==> src/rtl/vending_change_dispenser_pkg.sv <==
// Shared constants and FSM encoding for the change dispenser.
// Coin order everywhere is index 0 = 100, 1 = 500, 2 = 1000.
package vending_change_dispenser_pkg;

    localparam int unsigned kNumCoinTypes = 3;
    localparam int unsigned kCoin100      = 100;
    localparam int unsigned kCoin500      = 500;
    localparam int unsigned kCoin1000     = 1000;

    localparam logic [kNumCoinTypes-1:0][31:0] kCoinValue = {
        32'(kCoin1000), 32'(kCoin500), 32'(kCoin100)
    };

    typedef enum logic [1:0] {
        ST_IDLE   = 2'd0,
        ST_SELECT = 2'd1,
        ST_EJECT  = 2'd2,
        ST_FINISH = 2'd3
    } state_e;

endpackage

==> src/rtl/vending_change_dispenser_if.sv <==
// Request/response bundle between the vending core, the coin ejector and the dispenser.
interface vending_change_dispenser_if #(
    parameter int TOTAL_BITS = 32,
    parameter int CNT_BITS   = 8,
    parameter int CNT_OUT    = 10
);
    logic                    i_start;
    logic [TOTAL_BITS-1:0]   i_amount;
    logic [2:0]              i_coin_deposit;
    logic                    i_coin_ack;
    logic [2:0]              o_coin_eject;
    logic                    o_busy;
    logic                    o_done;
    logic                    o_shortfall;
    logic [TOTAL_BITS-1:0]   o_remaining;
    logic [CNT_OUT-1:0]      o_coins_returned;
    logic [3*CNT_BITS-1:0]   o_stock;

    modport master (
        output i_start, i_amount, i_coin_deposit, i_coin_ack,
        input  o_coin_eject, o_busy, o_done, o_shortfall, o_remaining,
               o_coins_returned, o_stock
    );

    modport slave (
        input  i_start, i_amount, i_coin_deposit, i_coin_ack,
        output o_coin_eject, o_busy, o_done, o_shortfall, o_remaining,
               o_coins_returned, o_stock
    );
endinterface

==> src/rtl/vending_change_dispenser_coin_stock.sv <==
// Per-denomination coin-box counter: saturating up/down, simultaneous inc+dec cancels.
module vending_coin_stock #(
    parameter int CNT_BITS   = 8,
    parameter int INIT_COUNT = 20
) (
    input  logic                clk,
    input  logic                reset_n,
    input  logic                inc,
    input  logic                dec,
    output logic [CNT_BITS-1:0] o_count
);
    logic [CNT_BITS-1:0] count_q, count_d;

    always_comb begin
        count_d = count_q;
        if (inc && !dec) begin
            if (count_q != '1) count_d = count_q + CNT_BITS'(1);
        end else if (dec && !inc) begin
            if (count_q != '0) count_d = count_q - CNT_BITS'(1);
        end
    end

    always_ff @(posedge clk or negedge reset_n) begin
        if (!reset_n) count_q <= CNT_BITS'(INIT_COUNT);
        else          count_q <= count_d;
    end

    assign o_count = count_q;

endmodule

==> src/rtl/vending_change_dispenser.sv <==
// Greedy change payout: one coin per req/ack handshake, largest affordable in-stock coin first.
module vending_change_dispenser
    import vending_change_dispenser_pkg::*;
#(
    parameter int TOTAL_BITS = 32,
    parameter int CNT_BITS   = 8,
    parameter int INIT_COUNT = 20,
    parameter int CNT_OUT    = 10
) (
    input  logic                      clk,
    input  logic                      reset_n,
    vending_change_dispenser_if.slave bus
);
    state_e                                  state_q, state_d;
    logic [TOTAL_BITS-1:0]                   remaining_q, remaining_d;
    logic [CNT_OUT-1:0]                      count_q, count_d;
    logic                                    shortfall_q, shortfall_d;
    logic                                    done_q, done_d;
    logic                                    busy_q, busy_d;
    logic [kNumCoinTypes-1:0]                eject_q, eject_d;
    logic [kNumCoinTypes-1:0]                dec;
    logic [kNumCoinTypes-1:0]                pick;
    logic [TOTAL_BITS-1:0]                   eject_val;
    logic [kNumCoinTypes-1:0][CNT_BITS-1:0]  stock;

    for (genvar g = 0; g < kNumCoinTypes; g++) begin : g_stock
        vending_coin_stock #(
            .CNT_BITS  (CNT_BITS),
            .INIT_COUNT(INIT_COUNT)
        ) u_stock (
            .clk    (clk),
            .reset_n(reset_n),
            .inc    (bus.i_coin_deposit[g]),
            .dec    (dec[g]),
            .o_count(stock[g])
        );
    end

    // Priority 1000 > 500 > 100 on registered stock; first hit from the top wins.
    always_comb begin
        pick = '0;
        for (int i = kNumCoinTypes - 1; i >= 0; i--) begin
            if (pick == '0 && stock[i] != '0 &&
                remaining_q >= TOTAL_BITS'(kCoinValue[i]))
                pick[i] = 1'b1;
        end
    end

    always_comb begin
        eject_val = '0;
        for (int i = 0; i < kNumCoinTypes; i++) begin
            if (eject_q[i]) eject_val = TOTAL_BITS'(kCoinValue[i]);
        end
    end

    always_comb begin
        state_d     = state_q;
        remaining_d = remaining_q;
        count_d     = count_q;
        shortfall_d = shortfall_q;
        eject_d     = eject_q;
        dec         = '0;
        case (state_q)
            ST_IDLE: begin
                if (bus.i_start) begin
                    remaining_d = bus.i_amount;
                    count_d     = '0;
                    shortfall_d = 1'b0;
                    state_d     = (bus.i_amount == '0) ? ST_FINISH : ST_SELECT;
                end
            end
            ST_SELECT: begin
                if (pick != '0) begin
                    eject_d = pick;
                    state_d = ST_EJECT;
                end else begin
                    shortfall_d = (remaining_q != '0);
                    state_d     = ST_FINISH;
                end
            end
            ST_EJECT: begin
                if (bus.i_coin_ack) begin
                    remaining_d = remaining_q - eject_val;
                    dec         = eject_q;
                    if (count_q != '1) count_d = count_q + CNT_OUT'(1);
                    eject_d     = '0;
                    state_d     = ST_SELECT;
                end
            end
            ST_FINISH: state_d = ST_IDLE;
            default:   state_d = ST_IDLE;
        endcase
        // Status flags track the state being entered so they line up with it.
        done_d = (state_d == ST_FINISH);
        busy_d = (state_d != ST_IDLE);
    end

    always_ff @(posedge clk or negedge reset_n) begin
        if (!reset_n) begin
            state_q     <= ST_IDLE;
            remaining_q <= '0;
            count_q     <= '0;
            shortfall_q <= 1'b0;
            done_q      <= 1'b0;
            busy_q      <= 1'b0;
            eject_q     <= '0;
        end else begin
            state_q     <= state_d;
            remaining_q <= remaining_d;
            count_q     <= count_d;
            shortfall_q <= shortfall_d;
            done_q      <= done_d;
            busy_q      <= busy_d;
            eject_q     <= eject_d;
        end
    end

    assign bus.o_coin_eject     = eject_q;
    assign bus.o_busy           = busy_q;
    assign bus.o_done           = done_q;
    assign bus.o_shortfall      = shortfall_q;
    assign bus.o_remaining      = remaining_q;
    assign bus.o_coins_returned = count_q;
    assign bus.o_stock          = stock;

endmodule
==> src/flat_wrapper.sv <==
// flat-port wrapper written by rule: the top's interface ports become plain ports
module vending_change_dispenser_flat import vending_change_dispenser_pkg::*;
#(
    parameter int TOTAL_BITS = 32,
    parameter int CNT_BITS   = 8,
    parameter int INIT_COUNT = 20,
    parameter int CNT_OUT    = 10
)
  (clk, reset_n, bus_i_start, bus_i_amount, bus_i_coin_deposit, bus_i_coin_ack, bus_o_coin_eject, bus_o_busy, bus_o_done, bus_o_shortfall, bus_o_remaining, bus_o_coins_returned, bus_o_stock);
  vending_change_dispenser_if #(.TOTAL_BITS(TOTAL_BITS), .CNT_BITS(CNT_BITS), .CNT_OUT(CNT_OUT)) bus_i ();
  input  logic clk;
  input  logic reset_n;
  input wire logic [$bits(bus_i.i_start)-1:0] bus_i_start;
  input wire logic [$bits(bus_i.i_amount)-1:0] bus_i_amount;
  input wire logic [$bits(bus_i.i_coin_deposit)-1:0] bus_i_coin_deposit;
  input wire logic [$bits(bus_i.i_coin_ack)-1:0] bus_i_coin_ack;
  output wire logic [$bits(bus_i.o_coin_eject)-1:0] bus_o_coin_eject;
  output wire logic [$bits(bus_i.o_busy)-1:0] bus_o_busy;
  output wire logic [$bits(bus_i.o_done)-1:0] bus_o_done;
  output wire logic [$bits(bus_i.o_shortfall)-1:0] bus_o_shortfall;
  output wire logic [$bits(bus_i.o_remaining)-1:0] bus_o_remaining;
  output wire logic [$bits(bus_i.o_coins_returned)-1:0] bus_o_coins_returned;
  output wire logic [$bits(bus_i.o_stock)-1:0] bus_o_stock;
  assign bus_i.i_start = bus_i_start;
  assign bus_i.i_amount = bus_i_amount;
  assign bus_i.i_coin_deposit = bus_i_coin_deposit;
  assign bus_i.i_coin_ack = bus_i_coin_ack;
  assign bus_o_coin_eject = bus_i.o_coin_eject;
  assign bus_o_busy = bus_i.o_busy;
  assign bus_o_done = bus_i.o_done;
  assign bus_o_shortfall = bus_i.o_shortfall;
  assign bus_o_remaining = bus_i.o_remaining;
  assign bus_o_coins_returned = bus_i.o_coins_returned;
  assign bus_o_stock = bus_i.o_stock;
  vending_change_dispenser #(.TOTAL_BITS(TOTAL_BITS), .CNT_BITS(CNT_BITS), .INIT_COUNT(INIT_COUNT), .CNT_OUT(CNT_OUT)) u_core (.clk(clk), .reset_n(reset_n), .bus(bus_i));
endmodule
==> config.mk <==
export PLATFORM = sky130hd
export DESIGN_NAME = vending_change_dispenser_flat
export DESIGN_NICKNAME = d
export VERILOG_FILES = /design/src/rtl/vending_change_dispenser_pkg.sv /design/src/rtl/vending_change_dispenser_if.sv /design/src/rtl/vending_change_dispenser_coin_stock.sv /design/src/rtl/vending_change_dispenser.sv /design/src/flat_wrapper.sv
export SDC_FILE = /design/constraint.sdc
export NUM_CORES = 1
export LEC_CHECK = 0
export CAP_MARGIN = 10
export CORE_ASPECT_RATIO = 0.75
export CORE_MARGIN = 4
export CORE_UTILIZATION = 40
export CTS_CLUSTER_SIZE = 24
export DETAILED_ROUTE_END_ITERATION = 12
export PLACE_DENSITY = 0.68
export SLEW_MARGIN = 20
export SYNTH_ARGS = -nofsm -noshare
export SYNTH_HDL_FRONTEND = slang
export SYNTH_SLANG_ARGS = --single-unit
==> constraint.sdc <==
create_clock -name clk -period 3.26 [get_ports clk]
set_input_delay 0.815 -clock clk [delete_from_list [all_inputs] [get_ports clk]]
set_output_delay 0.815 -clock clk [all_outputs]
set_load 0.05 [all_outputs]
==> results of run 1 <==
through the flow:
step                      area [um^2]  hold WS (ps)  instances  total power, uW
after global placement           6750           491        875             7200
after floorplan                  5200           519        574             5540
final                            7190           419        900             8430
after detailed placement         6750           509        875             7350
after global routing             7190           451        900             8990
after CTS                        7030           522        892             8310
cells in the final DEF, fill, tap and decap left out, types with 8 or more instances in the layout:
cell	instances
dfrtp_1	68
nor3_1	26
o211ai_1	9
ha_1	21
buf_4	53
nand3_1	18
xnor2_1	25
clkbuf_16	9
mux2_2	15
xor2_1	8
ha_4	9
and3_1	10
nand2_1	54
o21ai_0	24
a21oi_1	29
inv_1	15
nor2_1	57
clkdlybuf4s50_1	108
nor4_1	18
nand4_1	12
Yosys cell counts, drive strengths merged (9+ instances only):
| library cell | n | area [um^2] |
|---|---|---|
| a21oi | 35 | 175 |
| and3 | 10 | 62.6 |
| clkbuf | 18 | 67.6 |
| dfrtp | 68 | 1700 |
| ha | 30 | 375 |
| inv | 18 | 67.6 |
| mux2 | 15 | 169 |
| nand2 | 55 | 206 |
| nand3 | 18 | 90.1 |
| nand4 | 12 | 75.1 |
| nor2 | 58 | 218 |
| nor3 | 26 | 130 |
| nor4 | 18 | 113 |
| o211ai | 9 | 67.6 |
| o21ai | 25 | 125 |
| or3 | 10 | 73.8 |
| xnor2 | 25 | 219 |
sequential cells by signal (all words and copies together), names as in the netlist:
register	cells
u_core.bus.o_remaining	32
u_core.g_stock.u_stock.o_count	24
u_core.bus.o_coins_returned	10
u_core.bus.o_coin_eject	3
u_core.state_q	2
u_core.bus.o_busy	1
u_core.bus.o_done	1
u_core.bus.o_shortfall	1
worst max path at each step:
stage / startpoint / to / slack (ps) / cells after the start
global placement: bus_i_coin_ack / u_core.g_stock[2].u_stock.o_count[6] / -270 / 14
CTS: bus_i_coin_ack / u_core.g_stock[2].u_stock.o_count[6] / -20 / 14
floorplan: bus_i_coin_ack / u_core.g_stock[1].u_stock.o_count[6] / 10 / 15
detailed placement: bus_i_coin_ack / u_core.g_stock[2].u_stock.o_count[6] / -360 / 14
global route: bus_i_start / u_core.g_stock[2].u_stock.o_count[6] / -20 / 15
finish: bus_i_start / u_core.g_stock[1].u_stock.o_count[6] / 60 / 15
layout make-up:
| type | instances | share of cell area |
|---|---|---|
| Multi-Input combinational cell | 463 | 0.453 |
| Sequential cell | 74 | 0.259 |
| Timing Repair Buffer | 163 | 0.210 |
| Clock buffer | 16 | 0.0378 |
| Tap cell | 166 | 0.0289 |
| Inverter | 18 | 0.0108 |
critical path, delay by kind of cell:
kind | cells | cell delay [ps]
buffers and inverters | 3 | 610
adder cells (fa/ha/maj) | 2 | 550
AO/OA/AOI/OAI | 4 | 550
multiplexers | 2 | 490
AND/OR/NAND/NOR | 3 | 320
XOR/XNOR | 1 | 70
layer usage:
layer  vias up  GRT usage  wire, um
li1       2453          -         -
met1      2510      0.304      7440
met2       160      0.341      7540
met3        31     0.0522       929
met4         0     0.0635       315
met5         -          0         0
power by group through the flow:
stage	combinational, uW	sequential [uW]	clock, uW
CTS	5370	2000	942
detailed placement	5340	2010	0
floorplan	2370	3170	0
global route	5900	2110	988
global placement	5210	1990	0
finish	5470	2030	927
what timing repair did:
item / in CTS / in global routing
pin swaps: 0 / 11
endpoints found under the setup margin: 2 / 7
buffers inserted: 1 / 7
gates cloned: 0 / 0
resized for setup: 0 / 14
logic make-up (layout without fill, tap and decap cells):
family                     count (synthesis)  in the layout  synth area share
xor gates and xnor gates                  33             33            0.0570
AOI/OAI and AO/OA                        142            142             0.187
buffers and inverters                     37            197            0.0274
and+or+nand+nor                          236            236             0.233
adders and majority gates                 34             34            0.0897
muxes                                     18             18            0.0392
DFF                                       74             74             0.366
==> results.sh, run 1 <==
export IMPL_seqPwrFrac=0.241
export IMPL_tritoncts="built"
export IMPL_h_tree_depth=3
export IMPL_preCtsSetupSlack_ps=-359
export IMPL_r2r_worst_path_cells=8
export IMPL_crit_path_max_fanout=7
export IMPL_power_net_switching_uw=4240
export IMPL_asyncSetResetFlopFracSynth=1.00
export IMPL_cts_sink_count=74
export IMPL_total_die_area_um2=14600
export IMPL_final_core_util=0.582
export IMPL_worstPathArrival_ps=3410
export IMPL_max_vdd_ir_drop_mv=0.680
export IMPL_grt_pass1_wl_mm=26.2
export IMPL_sequential_cell_area_in_the_final_layout_um2=1860
export IMPL_setup_viol=0
export IMPL_ctsLongestPathBuffers=2
export IMPL_syn_nets=647
export IMPL_power_switching_fraction=0.504
export IMPL_worstMarginPinSlew_ps=557
export IMPL_gpl_final_weighted_congestion=0.921
export IMPL_synth_ff_type="dfrtp_1"
export IMPL_ctsRootBufferMaster="clkbuf_16"
export IMPL_grt_total_usage=0.219
export IMPL_multi_input_comb_area_um2=3260
export IMPL_drive_gt1_frac=0.165
export IMPL_synth_edff_count=0
export IMPL_grt_pass1_vias=5028
export IMPL_drv_slew=0
export IMPL_dpl_hpwl_mm=12.0
export IMPL_number_of_hold_slack_violations_in_the_final_timing_report=0
export IMPL_synth_seq_cells=74
export IMPL_via_per_inst=5.73
export IMPL_pwr_density_cell_nw_per_um2=1170
export IMPL_critical_path_class="in2reg"
export IMPL_reg_to_reg_startpoint="u_core.bus.o_coin_eject[2]"
export IMPL_leakage_uw=0.00290
export IMPL_clock_latency_ps=340
export IMPL_dieWidth_um=138
export IMPL_num_antenna_cells=0
export IMPL_detailroute_via_count=5154
export IMPL_run_status="finished clean"
export IMPL_critPathRequiredTime_ps=3480
export IMPL_num_rows=35
export IMPL_fin_crit_sh=0.981
export IMPL_synth_yosys_warnings=0
export IMPL_seq_area_frac_synth=0.366
export IMPL_end_kind="flop"
export IMPL_final_period_minus_worst_setup_slack_ps=3200
export IMPL_totalNegativeSetupSlack_ps=0
export IMPL_postSynthCellCount=574
export IMPL_numCtsBuffers=9
export IMPL_port_buffer_cells=110
export IMPL_filler_cell_count=1085
export IMPL_power_internal_uw=4180
export IMPL_drc_errors=0
export IMPL_drt_wl_total_mm=16.2
export IMPL_io_pin_count=111
export IMPL_ctsHoldBuffers=0
export IMPL_design_final_nets=802
export IMPL_max_freq_ghz=0.313
export IMPL_rr_endpoint="u_core.bus.o_remaining[28]"
export IMPL_drt_first_pass_iters=5
export IMPL_timing_critical_path_mode_cell="a21oi_2"
export IMPL_worst_setup_hold_path_clk_slew_ps=60
export IMPL_timing_reg2reg_setup_slack_ps=230
export IMPL_cap_viol_max_count=0
export IMPL_netlist_area_um2=5070
export IMPL_detail_route_iter0_violations=257
export IMPL_core_area_um2=12300
export IMPL_antenna_found_initial=0
export IMPL_average_wire_per_standard_cell_um=18.0
export IMPL_hold_path_class="in2async"
export IMPL_fin_worst_skew_ps=8.14
export IMPL_cp_start_kind="primary input"
export IMPL_ant_nets=0
export IMPL_combinational_power_share=0.649
export IMPL_max_slew_margin_rel=0.625
export IMPL_syn_mean_instance_area_um2=8.84
export IMPL_floorplan_initialDensity=0.411
export IMPL_crit_path_max_incr_delay_ps=410
export IMPL_overflow=0
export IMPL_clock_power_share=0.110
export IMPL_timing_critical_path_cells="clkdlybuf4s50_1 -> mux2i_2 -> or2_4 -> nor2_4 -> buf_4 -> nand2_1 -> ha_4 -> inv_6 -> fa_1 -> a21o_1 -> a21oi_2 -> o21bai_1 -> a21oi_2 -> xnor2_1 -> mux2_2"
export IMPL_critical_path_slowest_cell="clkdlybuf4s50_1"
export IMPL_flow_area_growth_from_synthesis_pct=41.6
export IMPL_grt_start_max_net_pins=75
export IMPL_layout_setup_ws_ps=61.4
export IMPL_die_y_extent_um=106
export IMPL_netlist_cell_type_count=60
(Power assumes the default switching activity.)
==> run 2: changes to the inputs <==
- CAP_MARGIN: 10 -> not set
- PLACE_DENSITY: 0.68 -> 0.66
- clock period: 3.26 -> 3.4 ns (I/O delays scaled with it)
==> results.sh, run 2 (synthesized netlist as in run 1, its figures left out) <==
export IMPL_combinational_power_share=0.636
export IMPL_cap_viol_max_count=0
export IMPL_critPathRequiredTime_ps=3620
export IMPL_seqPwrFrac=0.231
export IMPL_h_tree_depth=3
export IMPL_drt_first_pass_iters=5
export IMPL_gpl_final_weighted_congestion=0.930
export IMPL_average_wire_per_standard_cell_um=17.9
export IMPL_most_frequent_cells_in_the_layout="clkdlybuf4s50_1, dfrtp_1, nor2_1, nand2_1, buf_4"
export IMPL_crit_path_max_fanout=7
export IMPL_cp_buffers_inverters=3
export IMPL_power_switching_fraction=0.496
export IMPL_floorplan_initialDensity=0.411
export IMPL_detail_route_iter0_violations=426
export IMPL_end_kind="flop"
export IMPL_num_antenna_cells=0
export IMPL_grt_pass1_vias=5001
export IMPL_dpl_hpwl_mm=12.0
export IMPL_dieWidth_um=138
export IMPL_drive_gt1_frac=0.157
export IMPL_core_area_um2=12300
export IMPL_pwr_density_cell_nw_per_um2=1150
export IMPL_stages_on_worst_setup_path=15
export IMPL_drc_errors=0
export IMPL_overflow=0
export IMPL_grt_total_usage=0.220
export IMPL_cts_sink_count=74
export IMPL_fin_crit_sh=0.962
export IMPL_ctsRootBufferMaster="clkbuf_16"
export IMPL_worstMarginPinSlew_ps=981
export IMPL_hold_path_class="reg2reg"
export IMPL_die_y_extent_um=106
export IMPL_max_vdd_ir_drop_mv=0.666
export IMPL_tritoncts="built"
export IMPL_dpl_cell_count=880
export IMPL_power_net_switching_uw=4080
export IMPL_ant_nets=0
export IMPL_clock_power_share=0.133
export IMPL_setup_viol=0
export IMPL_num_rows=35
export IMPL_power_internal_uw=4140
export IMPL_worst_setup_hold_path_clk_slew_ps=60
export IMPL_numCtsBuffers=9
export IMPL_total_die_area_um2=14600
export IMPL_ctsLongestPathBuffers=2
export IMPL_drt_wl_total_mm=16.1
export IMPL_crit_path_max_incr_delay_ps=490
export IMPL_r2r_worst_path_cells=9
export IMPL_design_final_nets=800
export IMPL_holdPathStages=2
export IMPL_detailroute_via_count=5186
export IMPL_hold_start="u_core.bus.o_remaining[1]"
export IMPL_via_per_inst=5.78
export IMPL_leakage_uw=0.00291
export IMPL_beginning_of_the_critical_path="bus_i_coin_ack"
export IMPL_totalNegativeSetupSlack_ps=0
export IMPL_layout_cells_most_common="clkdlybuf4s50_1"
export IMPL_antenna_found_initial=0
export IMPL_drv_slew=0
export IMPL_critical_path_slowest_cell="clkdlybuf4s50_1"
export IMPL_max_slew_margin_rel=0.346
export IMPL_preCtsSetupSlack_ps=-362
export IMPL_number_of_hold_slack_violations_in_the_final_timing_report=0
export IMPL_run_status="finished clean"
export IMPL_final_period_minus_worst_setup_slack_ps=3270
export IMPL_port_buffer_cells=110
export IMPL_flow_area_growth_from_synthesis_pct=40.3
export IMPL_final_core_util=0.577
export IMPL_max_freq_ghz=0.306
export IMPL_reg_to_reg_startpoint="u_core.bus.o_coin_eject[2]"
export IMPL_timing_critical_path_max_delay_family="buffers and inverters"
export IMPL_io_pin_count=111
export IMPL_power_total_uw=8220
export IMPL_layout_setup_ws_ps=129
export IMPL_worstPathArrival_ps=3490
export IMPL_critical_path_class="in2reg"
export IMPL_fin_worst_skew_ps=4.30
export IMPL_stdcell_count=898
export IMPL_grt_pass1_wl_mm=26.3
export IMPL_clock_latency_ps=340
export IMPL_grt_start_max_net_pins=75
export IMPL_largest_register_ff_count=32
export IMPL_timing_critical_path_cells="clkdlybuf4s50_1 -> mux2i_2 -> or2_4 -> nor2_4 -> nand2_1 -> ha_2 -> clkinv_4 -> ha_4 -> buf_4 -> nand3_1 -> o211ai_1 -> o41ai_2 -> xnor2_1 -> nand2_1 -> xnor2_1"
export IMPL_cp_start_kind="primary input"
## run 2: changes by cell type in the layout (fill, tap and decap cells not counted), moves of 2 or more
cell	delta
ha_1	+6
bufinv_16	+3
clkinv_2	+3
clkbuf_8	-2
clkbuf_1	-4
inv_6	-2
ha_4	-7
## run 2: power groups by stage
stage	Combinational, uW	Clock [uW]	Sequential (uW)
6_report	5220	1090	1900
5_1_grt	5630	1160	1980
4_1_cts	5160	1120	1880
3_5_place_dp	5130	0	1890
3_3_place_gp	5010	0	1860
2_1_floorplan	2220	0	3020
## run 2: worst paths after layout
check,to,slack (ps)
worst max-delay path,u_core.g_stock[1].u_stock.o_count[7],130
worst min-delay path,u_core.bus.o_remaining[1],520
worst max register to register,u_core.bus.o_remaining[27],390
worst min register to register,u_core.bus.o_remaining[1],520
max in group asynchronous,u_core.bus.o_remaining[31],2100
min in group asynchronous,u_core.bus.o_remaining[18],640
## run 2: final cells by class
type / count / area, um^2
well taps: 166 / 208
fillers: 1107 / 5230
repair buffers: 161 / 1480
clock inverters: 6 / 105
inverters: 18 / 72.6
multi-input cells: 463 / 3170
flip-flops and latches: 74 / 1860
clock buffers: 10 / 229
## run 2: layer usage
layer | routed length, um | global-route usage | part of all wire | vias up
met4 | 163 | 0.0494 | 0.010 | 0
met2 | 7530 | 0.346 | 0.47 | 194
li1 | - | - | - | 2446
met3 | 1100 | 0.0526 | 0.068 | 13
met1 | 7280 | 0.308 | 0.45 | 2533
met5 | 0 | 0 | 0 | -
## run 2: metrics by stage
stage | hold slack, ps | instance area, um^2
global route | 535 | 7120
CTS | 520 | 7050
finish | 520 | 7120
detailed placement | 506 | 6720
floorplan | 554 | 5110
global placement | 496 | 6720
## run 2: tightest hold or removal path, cell delays in order, from the launching register on
cell	delay, ps
dfrtp_1	370
nand2_1	60
nand2_1	60
## run 2: timing repair
item                                    CTS  global route
resized for setup                         0            11
pin swaps                                 1             6
setup buffers                             0             2
hold buffers                              0             0
endpoints found under the setup margin    1             6
==> run 3: changes to the inputs <==
- DONT_BUFFER_PORTS: not set -> 1
- PLACE_DENSITY: 0.66 -> not set
==> results.sh, run 3 (synthesized netlist as in run 1, its figures left out) <==
export IMPL_ant_nets=0
export IMPL_die_y_extent_um=106
export IMPL_worst_setup_hold_path_clk_slew_ps=60
export IMPL_average_wire_per_standard_cell_um=19.7
export IMPL_crit_path_max_incr_delay_ps=390
export IMPL_timing_critical_path_mode_cell="a211oi_1"
export IMPL_critical_path_class="reg2reg"
export IMPL_grt_pass1_vias=4536
export IMPL_pwr_density_cell_nw_per_um2=1220
export IMPL_totalNegativeSetupSlack_ps=0
export IMPL_post_cts_resized=0
export IMPL_drc_errors=0
export IMPL_h_tree_depth=3
export IMPL_io_pin_count=111
export IMPL_port_buffer_cells=0
export IMPL_num_antenna_cells=0
export IMPL_max_vdd_ir_drop_mv=0.492
export IMPL_grt_pass1_wl_mm=25.1
export IMPL_drv_slew=0
export IMPL_ctsLongestPathBuffers=2
export IMPL_drt_first_pass_iters=5
export IMPL_crit_path_max_fanout=11
export IMPL_cts_sink_count=74
export IMPL_max_freq_ghz=0.326
export IMPL_critical_path_slowest_cell="or2_2"
export IMPL_power_total_uw=7070
export IMPL_end_kind="flop"
export IMPL_final_period_minus_worst_setup_slack_ps=3070
export IMPL_drive_gt1_frac=0.147
export IMPL_post_cts_repair_setup_buffers=0
export IMPL_dieWidth_um=138
export IMPL_largest_register_ff_count=32
export IMPL_rsz0062_at_grt="no"
export IMPL_worstPathArrival_ps=3300
export IMPL_tritoncts="built"
export IMPL_hold_path_class="in2async"
export IMPL_design_final_nets=672
export IMPL_ctsHoldBuffers=0
export IMPL_detailroute_via_count=4643
export IMPL_grt_start_max_net_pins=75
export IMPL_critPathRequiredTime_ps=3630
export IMPL_number_of_hold_slack_violations_in_the_final_timing_report=0
export IMPL_run_status="finished clean"
export IMPL_reg_to_reg_startpoint="u_core.bus.o_coin_eject[2]"
export IMPL_clock_latency_ps=330
export IMPL_leakage_uw=0.00237
export IMPL_layout_cells_most_common="dfrtp_1"
export IMPL_worstMarginPinSlew_ps=655
export IMPL_gpl_final_weighted_congestion=0.891
export IMPL_total_die_area_um2=14600
export IMPL_drt_wl_total_mm=15.2
export IMPL_flow_area_growth_from_synthesis_pct=13.9
export IMPL_beginning_of_the_critical_path="u_core.bus.o_coin_eject[2]"
export IMPL_detail_route_iter0_violations=370
export IMPL_fin_crit_sh=0.903
export IMPL_grt_total_usage=0.209
export IMPL_setup_viol=0
export IMPL_ctsRootBufferMaster="clkbuf_16"
export IMPL_fin_worst_skew_ps=8.02
export IMPL_antenna_found_initial=0
export IMPL_max_slew_margin_rel=0.564
export IMPL_num_rows=35
export IMPL_cap_viol_max_count=0
export IMPL_overflow=0
export IMPL_floorplan_initialDensity=0.411
export IMPL_timing_critical_path_cells="nor2_1 -> ha_1 -> a21o_1 -> a211oi_1 -> and3b_1 -> nand2_1 -> or2_2 -> a211oi_1"
export IMPL_core_area_um2=12300
export IMPL_numCtsBuffers=9
export IMPL_cp_start_kind="flop"
export IMPL_most_frequent_cells_in_the_layout="dfrtp_1, nor2_1, nand2_1, a21oi_1, buf_4"
export IMPL_via_per_inst=6.03
export IMPL_dpl_hpwl_mm=11.4
run 3: final cells by class:
class                   instances  area (um^2)
well taps                     166          208
clock inverters                 7         53.8
clock buffers                   9          225
repair buffers                 33          248
multi-input cells             463         3120
inverters                      18         67.6
flip-flops and latches         74         1860
fillers                      1197         6570
run 3: power by group:
| group | switching (uW) | internal, uW | total [uW] |
|---|---|---|---|
| registers | 1420 | 1280 | 2700 |
| clock network | 405 | 501 | 906 |
| logic | 2070 | 1400 | 3460 |
| total | 3890 | 3180 | 7070 |
run 3: through the flow:
stage                util  setup slack, ps  hold WS (ps)  instances  area (um^2)
detailed placement  0.445             61.2           557        754         5500
global placement    0.445              123           557        754         5500
floorplan               -            0.943           554        574         5110
global route        0.468              176           185        770         5780
CTS                 0.468              374           194        770         5780
finish              0.468              331           204        770         5780
run 3: final timing paths:
path | endpoint | slack (ps) | depth (start not counted)
max in group asynchronous | u_core.g_stock[0].u_stock.o_count[4] | 2960 | 0
hold reg to reg | u_core.bus.o_coin_eject[0] | 630 | 2
setup / recovery | u_core.bus.o_remaining[17] | 330 | 8
setup reg to reg | u_core.bus.o_remaining[17] | 330 | 8
min in group clk | u_core.bus.o_remaining[1] | 620 | 2
hold / removal | u_core.g_stock[2].u_stock.o_count[5] | 200 | 0
run 3: critical path, delay by kind of cell, from the launching register on:
kind,cells,cell delay [ps]
AOI/OAI and AO/OA,3,880
and+or+nand+nor,4,1320
adders and majority gates,1,380
DFF,1,380
run 3: layer usage:
layer	wire length (um)	part of all wire	global-route usage	up-vias
li1	-	-	-	2196
met3	1330	0.088	0.0753	21
met4	208	0.014	0.0409	0
met1	6810	0.45	0.286	2249
met2	6820	0.45	0.320	177
met5	0	0	0	-
